**src/rtl/regfile_writeback_pkg.sv**
```systemverilog
// Shared definitions for the result write-back stage.
//   - NSRC_DEFAULT : default number of result sources
//   - RA_W / NREG  : register-address width and register count
//   - src_e        : fixed source ordering (ALU has index 0, and so on)
//   - writes_reg() : true when a destination is a real register (not x0)
package regfile_writeback_pkg;

    localparam int NSRC_DEFAULT = 3;
    localparam int RA_W         = 5;
    localparam int NREG         = 32;

    typedef enum int {
        SRC_ALU    = 0,
        SRC_LSU    = 1,
        SRC_MULDIV = 2
    } src_e;

    // x0 is hard-wired to zero, so results targeting it are never written
    // and never tracked by the scoreboard.
    function automatic logic writes_reg(input logic [RA_W-1:0] rd);
        return rd != '0;
    endfunction

endpackage

```
**src/rtl/wb_slot.sv**
```systemverilog
// One-entry holding buffer for a single result source.
// Ports:
//   clk, rst               : clock, synchronous active-high reset
//   push_valid/rd/data     : result offered by the source
//   grant                  : arbiter selected this slot this cycle
//   ready                  : slot can take a result this cycle
//   occ, rd, data          : current slot contents
module wb_slot
    import regfile_writeback_pkg::*;
#(
    parameter int DW = 32
) (
    input  logic            clk,
    input  logic            rst,
    input  logic            push_valid,
    input  logic [RA_W-1:0] push_rd,
    input  logic [DW-1:0]   push_data,
    input  logic            grant,
    output logic            ready,
    output logic            occ,
    output logic [RA_W-1:0] rd,
    output logic [DW-1:0]   data
);

    logic            occ_reg;
    logic [RA_W-1:0] rd_reg;
    logic [DW-1:0]   data_reg;
    logic            take;

    // The granted entry leaves at the same edge, so it can be refilled
    // then: one result per cycle per source with no bubble.
    assign ready = !rst && (!occ_reg || grant);
    assign take  = push_valid && ready;

    always_ff @(posedge clk) begin
        if (rst) begin
            occ_reg  <= 1'b0;
            rd_reg   <= '0;
            data_reg <= '0;
        end else if (take && writes_reg(push_rd)) begin
            occ_reg  <= 1'b1;
            rd_reg   <= push_rd;
            data_reg <= push_data;
        end else if (grant) begin
            // Drained, and either not refilled or refilled with an x0
            // result that is dropped on the floor.
            occ_reg  <= 1'b0;
        end
    end

    assign occ  = occ_reg;
    assign rd   = rd_reg;
    assign data = data_reg;

endmodule

```
**src/rtl/regfile_writeback.sv**
```systemverilog
// Result write-back stage: buffers one result per source, picks one per
// cycle round-robin, drives the register-file write port and keeps a
// busy scoreboard of registers with an outstanding write.
// Ports:
//   clk, rst                      : clock, synchronous active-high reset
//   src_valid/src_rd/src_data     : per-source results (source i in slice i)
//   src_ready                     : per-source accept
//   iss_valid, iss_rd             : issued instruction that will write iss_rd
//   rf_we, rf_waddr, rf_wdata     : registered register-file write port
//   chk_addr1/2, chk_busy1/2      : hazard lookups (same-cycle write bypassed)
//   busy_vec                      : scoreboard state
module regfile_writeback
    import regfile_writeback_pkg::*;
#(
    parameter int NSRC = NSRC_DEFAULT,
    parameter int DW   = 32
) (
    input  logic                 clk,
    input  logic                 rst,
    input  logic [NSRC-1:0]      src_valid,
    input  logic [RA_W*NSRC-1:0] src_rd,
    input  logic [DW*NSRC-1:0]   src_data,
    output logic [NSRC-1:0]      src_ready,
    input  logic                 iss_valid,
    input  logic [RA_W-1:0]      iss_rd,
    output logic                 rf_we,
    output logic [RA_W-1:0]      rf_waddr,
    output logic [DW-1:0]        rf_wdata,
    input  logic [RA_W-1:0]      chk_addr1,
    input  logic [RA_W-1:0]      chk_addr2,
    output logic                 chk_busy1,
    output logic                 chk_busy2,
    output logic [NREG-1:0]      busy_vec
);

    localparam int GW = (NSRC > 1) ? $clog2(NSRC) : 1;

    logic [NSRC-1:0] occ;
    logic [NSRC-1:0] grant;
    logic [NSRC-1:0] above_last;
    logic [NSRC-1:0] req_hi;
    logic [NSRC-1:0] pick;
    logic [RA_W-1:0] slot_rd   [NSRC];
    logic [DW-1:0]   slot_data [NSRC];

    logic [GW-1:0]   last_grant_reg;
    logic [GW-1:0]   win_idx;
    logic [RA_W-1:0] sel_rd;
    logic [DW-1:0]   sel_data;

    logic            rf_we_reg;
    logic [RA_W-1:0] rf_waddr_reg;
    logic [DW-1:0]   rf_wdata_reg;
    logic [NREG-1:0] busy_reg;
    logic [NREG-1:0] busy_next;

    // ---------------------------------------------------------------
    // Per-source slots
    // ---------------------------------------------------------------
    generate
        for (genvar gi = 0; gi < NSRC; gi++) begin : g_slot
            wb_slot #(.DW(DW)) u_slot (
                .clk        (clk),
                .rst        (rst),
                .push_valid (src_valid[gi]),
                .push_rd    (src_rd[RA_W*gi +: RA_W]),
                .push_data  (src_data[DW*gi +: DW]),
                .grant      (grant[gi]),
                .ready      (src_ready[gi]),
                .occ        (occ[gi]),
                .rd         (slot_rd[gi]),
                .data       (slot_data[gi])
            );

            // Sources strictly after the last winner get first look.
            assign above_last[gi] = (GW'(gi) > last_grant_reg);
        end
    endgenerate

    // ---------------------------------------------------------------
    // Round-robin arbiter: lowest occupied slot above last_grant, else
    // wrap to the lowest occupied slot overall.
    // ---------------------------------------------------------------
    always_comb begin
        req_hi = occ & above_last;
        pick   = (|req_hi) ? req_hi : occ;
        // Isolate the lowest set bit of pick.
        grant  = rst ? '0 : (pick & (~pick + NSRC'(1)));

        win_idx  = '0;
        sel_rd   = '0;
        sel_data = '0;
        for (int i = 0; i < NSRC; i++) begin
            if (grant[i]) begin
                win_idx  = win_idx | GW'(i);
                sel_rd   = sel_rd | slot_rd[i];
                sel_data = sel_data | slot_data[i];
            end
        end
    end

    always_ff @(posedge clk) begin
        if (rst) begin
            last_grant_reg <= GW'(NSRC - 1);
            rf_we_reg      <= 1'b0;
            rf_waddr_reg   <= '0;
            rf_wdata_reg   <= '0;
        end else if (|grant) begin
            last_grant_reg <= win_idx;
            rf_we_reg      <= 1'b1;
            rf_waddr_reg   <= sel_rd;
            rf_wdata_reg   <= sel_data;
        end else begin
            // Address and data hold so the port does not toggle when idle.
            rf_we_reg      <= 1'b0;
        end
    end

    // ---------------------------------------------------------------
    // Scoreboard: the write leaving the port clears its bit, a new issue
    // sets one; the issue is applied last so it wins on a collision.
    // ---------------------------------------------------------------
    always_comb begin
        busy_next = busy_reg;
        if (rf_we_reg) begin
            busy_next[rf_waddr_reg] = 1'b0;
        end
        if (iss_valid && writes_reg(iss_rd)) begin
            busy_next[iss_rd] = 1'b1;
        end
        busy_next[0] = 1'b0;
    end

    always_ff @(posedge clk) begin
        if (rst) begin
            busy_reg <= '0;
        end else begin
            busy_reg <= busy_next;
        end
    end

    // The register file forwards the write on its port this cycle, so a
    // register being written right now is no longer a hazard.
    assign chk_busy1 = busy_reg[chk_addr1] && !(rf_we_reg && rf_waddr_reg == chk_addr1);
    assign chk_busy2 = busy_reg[chk_addr2] && !(rf_we_reg && rf_waddr_reg == chk_addr2);

    assign rf_we    = rf_we_reg;
    assign rf_waddr = rf_waddr_reg;
    assign rf_wdata = rf_wdata_reg;
    assign busy_vec = busy_reg;

endmodule
```
**config.mk**
```make
export PLATFORM = sky130hd
export DESIGN_NAME = regfile_writeback
export DESIGN_NICKNAME = d
export VERILOG_FILES = /design/src/rtl/regfile_writeback_pkg.sv /design/src/rtl/wb_slot.sv /design/src/rtl/regfile_writeback.sv
export SDC_FILE = /design/constraint.sdc
export NUM_CORES = 1
export LEC_CHECK = 0
export CAP_MARGIN = 20
export CELL_PAD_IN_SITES_DETAIL_PLACEMENT = 1
export CELL_PAD_IN_SITES_GLOBAL_PLACEMENT = 2
export CORE_MARGIN = 2
export CORE_UTILIZATION = 25
export CTS_CLUSTER_SIZE = 30
export DETAILED_ROUTE_END_ITERATION = 16
export GPL_TIMING_DRIVEN = 0
export MAX_ROUTING_LAYER = met4
export PLACE_DENSITY = 0.72
export SYNTH_ARGS = -nofsm -noshare
export SYNTH_HDL_FRONTEND = slang
export SYNTH_SLANG_ARGS = --single-unit
```
**constraint.sdc**
```tcl
create_clock -name clk -period 1.87 [get_ports clk]
set_input_delay 0.374 -clock clk [delete_from_list [all_inputs] [get_ports clk]]
set_output_delay 0.374 -clock clk [all_outputs]
set_load 0.005 [all_outputs]
```
==> impl_metrics.env, run 1 <==
export IMPL_drc=0
export IMPL_place_area_um2=10400
export IMPL_cts_buffers=17
export IMPL_die_area_um2=33000
export IMPL_worstSetupStartpointType="input port"
export IMPL_syn_avg_cell_area_um2=8.42
export IMPL_rows=65
export IMPL_ant_nets=0
export IMPL_violations="setup timing"
export IMPL_r2r_setup_slack_ps=30
export IMPL_min_path_cells=3
export IMPL_drt_pass1_iter_count=6
export IMPL_final_layout_size_suffix_gt1_share_pct=18.0
export IMPL_nets=1321
export IMPL_ys_types=48
export IMPL_vias_per_cell=5.07
export IMPL_routed_wl_um=33900
export IMPL_r2r_cells=9
export IMPL_ys_flop_type="dfxtp_1"
export IMPL_cts_tree="done"
export IMPL_yosysWarnings=0
export IMPL_crit_start="chk_addr1[0]"
export IMPL_post_route_min_period_ps=2270
export IMPL_antenna_found_initial=6
export IMPL_cts_buffer_depth=2
export IMPL_grt_pass1_vias=8358
export IMPL_final_max_slew_viol_count=0
export IMPL_max_freq_mhz=441
export IMPL_place_ws_ps=-1470
export IMPL_synth_seq_area_share_pct=47.0
export IMPL_internal_power_w=0.00678
export IMPL_powerDensity_nw_per_um2=818
export IMPL_die_w_um=182
export IMPL_worst_pin_slew_ps=1140
export IMPL_portBuffers=203
export IMPL_crit_path_end_kind="output pin"
export IMPL_cp_num_buf_inv=3
export IMPL_grt_setup_unrepaired="yes"
export IMPL_worstSetupPathType="in2out"
export IMPL_via_count=8161
export IMPL_period_share_pct=121
export IMPL_ios=207
export IMPL_p_clk_share_pct=38.2
export IMPL_wl_per_cell_um=21.1
export IMPL_whs_ps=376
export IMPL_min_from="src_rd[5]"
export IMPL_htree_num_levels=4
export IMPL_skew_ps=14.1
export IMPL_place_gp_congestion=0.825
export IMPL_cp_top_family="multiplexers"
export IMPL_pwr_share_comb_pct=16.6
export IMPL_area_delta_synth_final_pct=49.3
export IMPL_setup_viol=2
export IMPL_netlist_instances=937
export IMPL_place_detailed_hpwl_um=24400
export IMPL_slowest_delay_ps=510
export IMPL_synth_nets=1069
export IMPL_die_h_um=182
export IMPL_path_max_fanout=5
export IMPL_utilization_pct=37.6
export IMPL_r2r_end="rf_wdata[22]$_SDFFE_PP0P_"
export IMPL_largest_reg_flops=96
export IMPL_p_leak_nw=4.14
export IMPL_clock_sinks=185
export IMPL_cp_required_ps=1500
export IMPL_fp_coreArea_um2=31300
export IMPL_final_cell_area_um2=11800
export IMPL_maxCapViolations=0
export IMPL_first_iter_violations=643
export IMPL_max_vdd_ir_drop_mv=0.602
export IMPL_slew_headroom_pct=23.7
export IMPL_clockRootBuffer="clkbuf_16"
export IMPL_holdPathEnd="g_slot[1].u_slot.rd[0]$_SDFFE_PP0P_"
export IMPL_clock_latency_ps=440
export IMPL_synthArstFlopShare_pct=0
export IMPL_fillers=3600
export IMPL_crit_arrival_ps=1890
export IMPL_seqPwrFrac_pct=45.2
export IMPL_gr_usage_all_layers_pct=20.7
export IMPL_final_hold_viol_count=0
export IMPL_rr_startpoint="g_slot[2].u_slot.occ$_SDFFE_PP0P_"
export IMPL_path_clk_slew_ps=70
export IMPL_setup_ws_ps=-396
export IMPL_hp_class="in2reg"
export IMPL_slowest_stage="mux4_2"
export IMPL_grt_max_degree=21
export IMPL_p_switching_w=0.00286
export IMPL_total_power_w=0.00964
export IMPL_crit_chain="clkdlybuf4s15_2 > buf_6 > mux4_2 > mux2i_2 > o21ai_1 > a31oi_1 > nor2_1 > buf_2"
export IMPL_swShare_pct=29.6
export IMPL_ys_ff_latch=185
export IMPL_synth_edf_count=0
export IMPL_start_util_pct=25.2
export IMPL_overflow=0
export IMPL_grt_pass1_wl_um=50400
export IMPL_syn_area_um2=7890
export IMPL_outcome="finished with violations"
==> worst max-delay path by stage <==
stage                endpoint  slack (ps)  cells after the start
floorplan           chk_busy2          30                      6
global placement    chk_busy2       -1430                      8
detailed placement  chk_busy1       -1470                      8
CTS                 chk_busy1        -440                      6
global route        chk_busy1        -460                      6
finish              chk_busy1        -400                      8
==> tightest hold or removal path, cell delays in order <==
cell	delay, ps
dlygate4sd2_1	260
nand2_1	70
o21ai_1	70
==> routing by layer <==
layer  vias to the layer above  share of wire [%]  global-route usage (%)  routed length [um]
li1                       3876                  -                       -                   -
met1                      4008                 45                    26.2               15200
met2                       253                 49                    34.5               16600
met3                        24                5.2                    3.73                1780
met4                         0                1.3                    4.36                 453
met5                         -                  0                       -                   0
==> final cells by class <==
cell class / instances / area (um2) / share of cell area, %
repair buffers: 239 / 2370 / 20.1
plain buffers: 80 / 514 / 4.37
clock buffers: 17 / 425 / 3.61
diodes: 6 / 15.0 / 0.127
inverters: 3 / 11.3 / 0.0956
clock inverters: 15 / 176 / 1.50
multi-input cells: 663 / 4020 / 34.2
well taps: 402 / 503 / 4.27
flip-flops and latches: 185 / 3740 / 31.8
==> Yosys cell counts (4+ instances only) <==
master    instances  area [um2]
nand3b_1          7        52.6
nor2_1           47         176
mux2_2            4        45.0
a21oi_1          76         380
xor2_1            8        70.1
mux4_2           10         225
mux2i_1          10         100
o21ai_0         131         656
o21ai_1          15        75.1
nor2b_1           7        43.8
dfxtp_1         185        3700
nand3_1          40         200
a211oi_1         39         293
buf_2            27         135
nand2_1         184         691
buf_4             5        37.5
clkbuf_1         46         173
buf_1             4        15.0
nor3b_1           6        45.0
a222oi_1         37         370
==> timing repair <==
action	CTS	global route
hold buffers	0	0
buffers inserted	28	9
gates cloned	0	2
pin swaps	21	25
endpoints found under the setup margin	180	134
resized for setup	132	110
==> cells in the final DEF (no fill, tap or decap), drive strengths merged, types with 8 or more instances in the layout <==
master	count
a21oi	76
a211oi	42
dfxtp	185
mux2i	10
buf	76
clkbuf	63
nand2	184
nand3	40
a222oi	37
mux4	10
nor2	49
xor2	8
clkdlybuf4s50	189
inv	9
o21ai	146
==> cell families after synthesis <==
group	synth area share [%]
simple gates	17.2
xor+xnor	1.11
other cells	0.0476
buf+inv	5.05
flops	47.0
compound gates	25.0
mux	4.70
==> metrics by stage <==
| stage | instances | setup TNS (ps) |
|---|---|---|
| 3_3_place_gp | 1542 | -144400 |
| 4_1_cts | 1597 | -868 |
| 3_5_place_dp | 1542 | -148790 |
| 2_1_floorplan | 937 | 0 |
| 5_1_grt | 1610 | -967 |
| 6_report | 1610 | -765 |
==> power by group through the flow <==
stage	sequential (W)	clock, W	combinational, W
floorplan	0.00439	0	0.000643
global placement	0.00443	0	0.00141
detailed placement	0.00444	0	0.00143
CTS	0.00435	0.00376	0.00153
global route	0.00439	0.00392	0.00173
finish	0.00436	0.00368	0.00160
No activity file was read; power rests on OpenSTA's default activity.
==> run 2, diff against run 1 <==
--- a/config.mk
+++ b/config.mk
@@ -9,9 +9,10 @@
 export CELL_PAD_IN_SITES_DETAIL_PLACEMENT = 1
 export CELL_PAD_IN_SITES_GLOBAL_PLACEMENT = 2
 export CORE_MARGIN = 2
-export CORE_UTILIZATION = 25
+export CORE_UTILIZATION = 33
 export CTS_CLUSTER_SIZE = 30
 export DETAILED_ROUTE_END_ITERATION = 16
+export DONT_BUFFER_PORTS = 1
 export GPL_TIMING_DRIVEN = 0
 export MAX_ROUTING_LAYER = met4
 export PLACE_DENSITY = 0.72
==> impl_metrics.env, run 2 (synthesis gave the netlist of run 1 again) <==
export IMPL_htree_num_levels=4
export IMPL_rows=56
export IMPL_violations="setup timing"
export IMPL_path_clk_slew_ps=80
export IMPL_r2r_cells=8
export IMPL_outcome="finished with violations"
export IMPL_crit_chain="mux4_2 > mux2i_2 > nand3b_1 > o311ai_1 > nor2_1"
export IMPL_slowest_delay_ps=510
export IMPL_drc=0
export IMPL_start_util_pct=33.6
export IMPL_cts_buffers=17
export IMPL_holdPathEnd="g_slot[1].u_slot.data[30]$_SDFFE_PP0P_"
export IMPL_path_max_fanout=4
export IMPL_clockRootBuffer="clkbuf_16"
export IMPL_grt_pass1_wl_um=44000
export IMPL_final_cell_mix="nand2_1, dfxtp_1, o21ai_0"
export IMPL_multi_input_area_um2=3940
export IMPL_place_detailed_hpwl_um=21600
export IMPL_crit_path_end_kind="output pin"
export IMPL_grt_max_degree=17
export IMPL_cp_top_family="multiplexers"
export IMPL_die_w_um=159
export IMPL_cp_required_ps=1500
export IMPL_crit_arrival_ps=1850
export IMPL_postCtsHoldBufs=0
export IMPL_final_cell_area_um2=9690
export IMPL_p_leak_nw=3.35
export IMPL_vias_per_cell=5.57
export IMPL_slew_headroom_pct=47.2
export IMPL_portBuffers=0
export IMPL_min_path_cells=2
export IMPL_place_gp_congestion=0.783
export IMPL_overflow=0
export IMPL_skew_ps=11.5
export IMPL_min_from="src_data[62]"
export IMPL_hp_class="in2reg"
export IMPL_dp_cells=1257
export IMPL_gr_usage_all_layers_pct=24.2
export IMPL_period_share_pct=119
export IMPL_cp_num_buf_inv=0
export IMPL_max_freq_mhz=450
export IMPL_rr_startpoint="g_slot[2].u_slot.occ$_SDFFE_PP0P_"
export IMPL_area_delta_synth_final_pct=22.9
export IMPL_place_area_um2=8290
export IMPL_cts_tree="done"
export IMPL_nets=1122
export IMPL_wl_per_cell_um=23.4
export IMPL_r2r_end="rf_waddr[2]$_SDFFE_PP0P_"
export IMPL_die_h_um=159
export IMPL_ant_nets=0
export IMPL_setup_viol=5
export IMPL_post_route_min_period_ps=2220
export IMPL_seq_area_um2=3720
export IMPL_clock_latency_ps=440
export IMPL_maxCapViolations=0
export IMPL_first_iter_violations=504
export IMPL_largest_reg_flops=96
export IMPL_layout_commonest_cell="nand2_1"
export IMPL_grt_setup_unrepaired="yes"
export IMPL_r2r_setup_slack_ps=-10
export IMPL_drt_pass1_iter_count=9
export IMPL_final_layout_size_suffix_gt1_share_pct=17.6
export IMPL_ios=207
export IMPL_routed_wl_um=30900
export IMPL_max_vdd_ir_drop_mv=0.544
export IMPL_utilization_pct=41.3
export IMPL_fp_coreArea_um2=23500
export IMPL_fillers=2743
export IMPL_grt_pass1_vias=7352
export IMPL_clock_sinks=185
export IMPL_setup_ws_ps=-351
export IMPL_via_count=7357
export IMPL_final_max_slew_viol_count=0
export IMPL_antenna_found_initial=1
export IMPL_worstSetupStartpointType="flip-flop"
export IMPL_die_area_um2=25200
export IMPL_powerDensity_nw_per_um2=1010
export IMPL_cts_buffer_depth=2
export IMPL_final_hold_viol_count=0
export IMPL_instances_no_fill=1322
export IMPL_slowest_stage="mux4_2"
export IMPL_worst_pin_slew_ps=791
export IMPL_worstSetupPathType="reg2out"
run 2: cell types whose count changed in the layout (fill, tap and decap cells not counted), sizes merged:
cell and change:
buf -16, bufinv +6, clkbuf +15, clkdlybuf4s15 -2
clkdlybuf4s50 -189, clkinv -6, diode -5, dlygate4sd2 -6
inv -2
run 2: repair_timing:
| item | 4_1_cts | 5_1_grt |
|---|---|---|
| cloned | 0 | 4 |
| buffers inserted | 15 | 17 |
| endpoints found under the setup margin | 147 | 138 |
| pin swaps | 14 | 24 |
| gates resized for setup | 39 | 109 |
run 2: area by class of cell:
type | count | share of cell area (%)
multi-input cells | 663 | 40.7
flip-flops and latches | 185 | 38.4
plain buffers | 84 | 5.85
clock buffers | 18 | 4.53
well taps | 319 | 4.12
repair buffers | 36 | 3.84
clock inverters | 13 | 2.45
inverters | 3 | 0.116
diodes | 1 | 0.0258
run 2: where the power goes:
| group | switching, W | internal (W) | total, W | leakage [nW] |
|---|---|---|---|---|
| Clock | 0.00169 | 0.00256 | 0.00425 | 0.325 |
| Sequential | 0.000185 | 0.00419 | 0.00437 | 1.52 |
| Combinational | 0.000675 | 0.000446 | 0.00112 | 1.51 |
| Total | 0.00255 | 0.00719 | 0.00974 | 3.35 |
run 2: how the worst max path moves through the flow:
| stage | start | to | slack, ps | cells after the start |
|---|---|---|---|---|
| 2_1_floorplan | chk_addr2[0] | chk_busy2 | 30 | 6 |
| 3_3_place_gp | chk_addr2[1] | chk_busy2 | -440 | 6 |
| 3_5_place_dp | chk_addr2[1] | chk_busy2 | -470 | 6 |
| 4_1_cts | busy_vec[1]$_SDFF_PP0_ | chk_busy2 | -400 | 5 |
| 5_1_grt | busy_vec[11]$_SDFF_PP0_ | chk_busy2 | -420 | 5 |
| 6_report | busy_vec[11]$_SDFF_PP0_ | chk_busy2 | -350 | 5 |
run 2: stage by stage:
step           worst slack, ps  power [W]  TNS, ps  hold WS, ps
5_1_grt                   -425     0.0101    -3500         38.5
3_5_place_dp              -467    0.00538   -33070          441
6_report                  -351    0.00974     -696         42.3
4_1_cts                   -401    0.00966     -749         32.3
2_1_floorplan             29.3    0.00503        0          428
3_3_place_gp              -437    0.00536   -28740          441
run 2: layer usage:
layer	share of wire, %	global-route usage, %
met1	44	30.4
met2	47	39.0
met3	7.4	6.64
met4	1.3	5.45
met5	0	-
